===== src/rtl/dispense_pkg.sv =====
// Shared definitions for the dispense sequencer and the continuous-servo PWM stage.
// The servo codes must stay in step with the PWM stage's decoder.
package dispense_pkg;

  typedef enum logic [2:0] {
    ST_IDLE     = 3'd0,
    ST_PUSH     = 3'd1,
    ST_SETTLE_P = 3'd2,
    ST_REVERT   = 3'd3,
    ST_SETTLE_R = 3'd4,
    ST_FINISH   = 3'd5
  } state_t;

  localparam logic [1:0] SERVO_STOP   = 2'b00;
  localparam logic [1:0] SERVO_PUSH   = 2'b01;
  localparam logic [1:0] SERVO_REVERT = 2'b10;

  // Only the two motion states move the servo; 2'b11 is never produced.
  function automatic logic [1:0] servo_code(input state_t s);
    case (s)
      ST_PUSH:   return SERVO_PUSH;
      ST_REVERT: return SERVO_REVERT;
      default:   return SERVO_STOP;
    endcase
  endfunction

  function automatic int max3(input int a, input int b, input int c);
    int m;
    m = (a > b) ? a : b;
    return (m > c) ? m : c;
  endfunction

endpackage


===== src/rtl/ms_tick_gen.sv =====
// Restartable millisecond tick: one-cycle pulse every DIV cycles, counted
// from the cycle after i_restart was last high.
module ms_tick_gen #(
  parameter int DIV = 50_000
) (
  input  logic clk,
  input  logic rst_n,
  input  logic i_restart,
  output logic o_tick
);

  localparam int            CW   = (DIV > 1) ? $clog2(DIV) : 1;
  localparam logic [CW-1:0] LAST = CW'(DIV - 1);

  logic [CW-1:0] r_cnt;

  always_ff @(posedge clk or negedge rst_n) begin
    if (!rst_n) begin
      r_cnt <= '0;
    end else if (i_restart || (r_cnt == LAST)) begin
      r_cnt <= '0;
    end else begin
      r_cnt <= r_cnt + 1'b1;
    end
  end

  // Decoded from the register so that restart never feeds back into tick.
  assign o_tick = (r_cnt == LAST);

endmodule


===== src/rtl/dispense_sequencer.sv =====
// Dispense sequencer: for each requested item drives PUSH, settle, REVERT,
// settle on the continuous servo, with a safe abort path back through REVERT.
//
// Request handshake: req_ready is high only in IDLE; a request (req_count) is
// taken on a rising clk edge where req_valid && req_ready, and req_valid /
// req_count are ignored at every other time.
module dispense_sequencer
  import dispense_pkg::*;
#(
  parameter int CLK_FREQ  = 50_000_000,
  parameter int PUSH_MS   = 800,
  parameter int REVERT_MS = 800,
  parameter int SETTLE_MS = 300
) (
  input  logic       clk,
  input  logic       rst_n,
  input  logic       req_valid,
  input  logic [3:0] req_count,
  output logic       req_ready,
  input  logic       abort,
  output logic [1:0] servo_control,
  output logic       busy,
  output logic [3:0] items_left,
  output logic       done,
  output logic       aborted,
  output state_t     o_dbg_state
);

  localparam int DIV    = CLK_FREQ / 1000;
  localparam int MS_MAX = max3(PUSH_MS, REVERT_MS, SETTLE_MS);
  localparam int MS_W   = (MS_MAX > 1) ? $clog2(MS_MAX + 1) : 1;

  localparam logic [MS_W-1:0] PUSH_LAST   = MS_W'(PUSH_MS - 1);
  localparam logic [MS_W-1:0] REVERT_LAST = MS_W'(REVERT_MS - 1);
  localparam logic [MS_W-1:0] SETTLE_LAST = MS_W'(SETTLE_MS - 1);

  state_t          r_state;
  logic [MS_W-1:0] r_ms_cnt;
  logic            r_abort_seen;
  logic [3:0]      r_items;
  logic [1:0]      r_servo;
  logic            r_busy;
  logic            r_req_ready;
  logic            r_done;
  logic            r_aborted;

  state_t          w_next;
  logic            w_tick;
  logic            w_restart;
  logic            w_accept;
  logic            w_phase_done;
  logic            w_abort_now;
  logic [MS_W-1:0] w_ms_last;

  // Restart on every state change keeps each phase exactly N full milliseconds.
  ms_tick_gen #(
    .DIV (DIV)
  ) u_ms_tick (
    .clk       (clk),
    .rst_n     (rst_n),
    .i_restart (w_restart),
    .o_tick    (w_tick)
  );

  always_comb begin
    w_ms_last = SETTLE_LAST;
    case (r_state)
      ST_PUSH:   w_ms_last = PUSH_LAST;
      ST_REVERT: w_ms_last = REVERT_LAST;
      default:   w_ms_last = SETTLE_LAST;
    endcase
  end

  assign w_phase_done = w_tick && (r_ms_cnt == w_ms_last);
  assign w_accept     = req_valid && r_req_ready;
  assign w_abort_now  = abort && (r_state inside {ST_PUSH, ST_SETTLE_P, ST_REVERT, ST_SETTLE_R});

  always_comb begin
    w_next = r_state;
    case (r_state)
      ST_IDLE: begin
        if (w_accept) w_next = (req_count != 4'd0) ? ST_PUSH : ST_FINISH;
      end
      ST_PUSH: begin
        if (abort)             w_next = ST_REVERT;
        else if (w_phase_done) w_next = ST_SETTLE_P;
      end
      ST_SETTLE_P: begin
        if (abort || w_phase_done) w_next = ST_REVERT;
      end
      ST_REVERT: begin
        if (w_phase_done) w_next = ST_SETTLE_R;
      end
      ST_SETTLE_R: begin
        if (w_phase_done) begin
          w_next = (r_abort_seen || abort || (r_items == 4'd1)) ? ST_FINISH : ST_PUSH;
        end
      end
      ST_FINISH: w_next = ST_IDLE;
      default:   w_next = ST_IDLE;
    endcase
  end

  // IDLE holds the tick generator cleared so the first PUSH ms is full length.
  assign w_restart = (w_next != r_state) || (r_state == ST_IDLE);

  always_ff @(posedge clk or negedge rst_n) begin
    if (!rst_n) begin
      r_state      <= ST_IDLE;
      r_ms_cnt     <= '0;
      r_abort_seen <= 1'b0;
      r_items      <= 4'd0;
      r_servo      <= SERVO_STOP;
      r_busy       <= 1'b0;
      r_req_ready  <= 1'b0;
      r_done       <= 1'b0;
      r_aborted    <= 1'b0;
    end else begin
      r_state <= w_next;

      if (w_restart)   r_ms_cnt <= '0;
      else if (w_tick) r_ms_cnt <= r_ms_cnt + 1'b1;

      if (r_state == ST_IDLE) r_abort_seen <= 1'b0;
      else if (w_abort_now)   r_abort_seen <= 1'b1;

      if ((w_next == ST_FINISH) || (w_next == ST_IDLE)) begin
        r_items <= 4'd0;
      end else if ((r_state == ST_IDLE) && w_accept) begin
        r_items <= req_count;
      end else if ((r_state == ST_SETTLE_R) && (w_next == ST_PUSH)) begin
        r_items <= r_items - 4'd1;
      end

      // Outputs are registered from the next state so they align with r_state.
      r_servo     <= servo_code(w_next);
      r_busy      <= (w_next != ST_IDLE);
      r_req_ready <= (w_next == ST_IDLE);
      r_done      <= (w_next == ST_FINISH);
      r_aborted   <= (w_next == ST_FINISH) && (r_abort_seen || w_abort_now);
    end
  end

  assign req_ready     = r_req_ready;
  assign servo_control = r_servo;
  assign busy          = r_busy;
  assign items_left    = r_items;
  assign done          = r_done;
  assign aborted       = r_aborted;
  assign o_dbg_state   = r_state;

endmodule


===== config.mk =====
export PLATFORM = sky130hd
export DESIGN_NAME = dispense_sequencer
export DESIGN_NICKNAME = d
export VERILOG_FILES = /design/src/rtl/dispense_pkg.sv /design/src/rtl/ms_tick_gen.sv /design/src/rtl/dispense_sequencer.sv
export SDC_FILE = /design/constraint.sdc
export NUM_CORES = 1
export LEC_CHECK = 0
export ABC_AREA = 1
export ABC_CLOCK_PERIOD_IN_PS = 3200
export BUFFER_PORTS_ARGS = -buffer_cell sky130_fd_sc_hd__buf_2
export CORE_MARGIN = 2
export CORE_UTILIZATION = 52
export DETAILED_ROUTE_END_ITERATION = 6
export PLACE_DENSITY = 0.73
export SETUP_SLACK_MARGIN = 0.02
export SYNTH_ARGS = -nofsm -noshare
export SYNTH_HDL_FRONTEND = slang
export SYNTH_SLANG_ARGS = --single-unit

===== constraint.sdc =====
create_clock -name clk -period 3.2 [get_ports clk]
set_clock_uncertainty 0.15 [all_clocks]
set_input_delay 0.32 -clock clk [delete_from_list [all_inputs] [get_ports clk]]
set_output_delay 0.32 -clock clk [all_outputs]
set_load 0.02 [all_outputs]

==> impl_results.md <==
- Status: finished with violations
- Failing checks: negative hold slack
- Worst Path Max Fanout: 16
- Setup WS pre-CTS: 646 ps
- Post_cts resized: 0
- Max_cap viols: 0
- Max incr delay on CP: 400 ps
- Initial antenna violation count: 0
- Global route overflow: 0
- Area growth from synthesis to layout: 10.3%
- Post-CTS Hold Buffers: 0
- WL per Instance: 12.5 µm
- Setup crit start kind: register
- Clock Pin Slew Worst Setup and Hold Paths: 70 ps
- Area of the die: 0.00506 mm²
- Drt first-iter violations: 125
- # rows: 24
- Starting Density: 53.8%
- Slew headroom: 41.6%
- Worst path slowest cell: nand4_4
- Most used cell, CP: nor2_4
- Detail Placement HPWL: 3.36 mm
- Leak Pwr: 1.20 nW
- Crit path kind: register to register
- Vias/cell: 5.20
- Via Count: 1832
- Netlist cell types: 31
- Routed WL: 4.38 mm
- First-pass GRT wire length: 7.82 mm
- Clock root buffer: clkbuf_8
- Final period util: 80.4%
- Routed Antenna Nets: 0
- Setup ws final: 628 ps
- Hold Path Class: input pin to asynchronous set/reset pin
- Crit. End Element: register
- R2r setup slk: 630 ps
- # nets final: 311
- Vias in the first global route: 1821
- RSZ-0062 raised after global routing: no
- Yosys warnings: 0
- Worst-skew pair later-pin latency: 290 ps
- Pwr per Cell Area: 680 mW/mm²
- WP data required: 3260 ps
- Synth Flop Type: dfrtp_1
- Post-synth EDFFs: 0
- Max VDD drop: 0.358 mV
- Finished Core Util: 59.3%
- Ports: 21
- Mapped cell area: 0.00234 mm²
- Routability cong.: 0.938
- Max H-tree Level: 2
- Data arrival, critical path: 2630 ps
- Drt drc: 0
- Clk buf depth: 2
- Final setup fails: 0
- Tot GR Track Use: 19.5%
- Synth Register Bits: 40
- Post-Synthesis Cells: 273
- CTS tree: yes
- CORE AREA: 0.00435 mm²
- Largest net degree at the start of global routing: 41
- I/O Buffers: 20
- Worst-Margin Slew: 876 ps
- Postcts setup bufs: 0
- Final instance area: 0.00258 mm²
- Tmin final: 2570 ps
- Fraction of layout cells with a size suffix above 1: 23.3%
- Sink Count: 40
- Drt first pass iters: 4
- Syn_area_per_cell: 8.58 µm²
- Diode count: 0
- Hold Fails Final Rpt: 15
- Max Slew Vio Count: 0
- Die Y: 71.1 µm
- Num CTS Buffers: 5
- Ys async rst share: 100%
- Synth Net Count: 285
- Die width: 71.1 µm
- Setup TNS: 0 ps
- Sequential area share after synthesis: 42.7%
- Fmax: 389 MHz
- Cell Area, Placed: 0.00249 mm²
- Worst hold margin: -4.90 ps
- Commonest non-fill, non-tap cells in the layout: 40 x nand2_1, 40 x dfrtp_1, 39 x nor2_1
- Critical-path cell list: ha_1, nand3_2, nor2_4, nand2_4, nor2_4, nand3_4, nand2_2, nand2_2, nand3_2, nor2_4, a21oi_4, nand4_4, nor2_1
-- cell families (layout without fill, tap and decap cells) --
logic type               count (synthesis)  after routing  synth area share, %
adder cells (fa/ha/maj)                  4              4                 2.14
XOR/XNOR                                17             17                 6.35
AO/OA/AOI/OAI                           15             15                 4.38
AND/OR/NAND/NOR                        155            155                 37.2
buffers and inverters                   42             69                 7.21
flip-flops                              40             40                 42.7
-- synth_stat cells, types with 4 or more instances --
master	count	share of area, %
dfrtp_1	40	43
nand2_1	40	6.4
nor2_1	39	6.2
inv_1	36	5.8
nand3_1	19	4.1
nor2_4	13	6.2
nor3_1	10	2.1
xor2_1	10	3.7
nand3_2	9	3.8
nand4_1	8	2.1
o21ai_0	7	1.5
xnor2_1	7	2.6
nand2_2	6	1.6
inv_2	5	0.80
ha_1	4	2.1
-- per-layer routing --
| layer | track usage (%) | vias to the layer above | part of all wire [%] | wire [µm] |
|---|---|---|---|---|
| met2 | 30.4 | 30 | 48 | 2090 |
| li1 | - | 922 | - | - |
| met5 | 0 | - | 0 | 0 |
| met1 | 25.9 | 873 | 47 | 2070 |
| met4 | 8.60 | 0 | 1.8 | 81 |
| met3 | 4.70 | 7 | 3.2 | 140 |
-- final cells by class --
type                       instances  area, µm²
fill                             401       1770
tap                               52       65.1
multi-input combinational        191       1170
timing repair buffer              20        100
sequential                        40       1000
inverter                          41        154
clock buffer                       8       90.1
-- registers in the layout, summed over array words and instances (netlist names) --
register / count
aborted: 1
busy: 1
done: 1
items_left: 4
o_dbg_state: 3
r_abort_seen: 1
r_ms_cnt: 10
req_ready: 1
servo_control: 2
u_ms_tick.r_cnt: 16
-- path summary, 6_finish.rpt --
kind / startpoint / end / depth (start not counted)
min in group clk: req_count[2] / items_left[2] / 5
min reg2reg: u_ms_tick.r_cnt[0] / u_ms_tick.r_cnt[0] / 1
max in group asynchronous: rst_n / aborted / 1
max reg2reg: u_ms_tick.r_cnt[0] / u_ms_tick.r_cnt[4] / 13
max: u_ms_tick.r_cnt[0] / u_ms_tick.r_cnt[4] / 13
min: rst_n / r_ms_cnt[4] / 1
-- stage by stage --
| stage | std cells | power, mW |
|---|---|---|
| 2_1_floorplan | 273 | 1.27 |
| 5_1_grt | 352 | 1.90 |
| 6_report | 352 | 1.76 |
| 3_3_place_gp | 344 | 1.42 |
| 3_5_place_dp | 344 | 1.43 |
| 4_1_cts | 352 | 1.78 |
-- worst max-delay path, delay by kind of cell (launching register included) --
| family | cells | cell delay, ps |
|---|---|---|
| simple gates | 11 | 1590 |
| flops | 1 | 380 |
| fa+ha+maj | 1 | 210 |
| compound gates | 1 | 160 |
-- report_power, final --
part / internal, mW / switching, mW
Clock: 0.176 / 0.164
Sequential: 0.577 / 0.0688
Combinational: 0.235 / 0.536
Total: 0.987 / 0.769
Note: power is estimated with default switching activity, not from simulation.
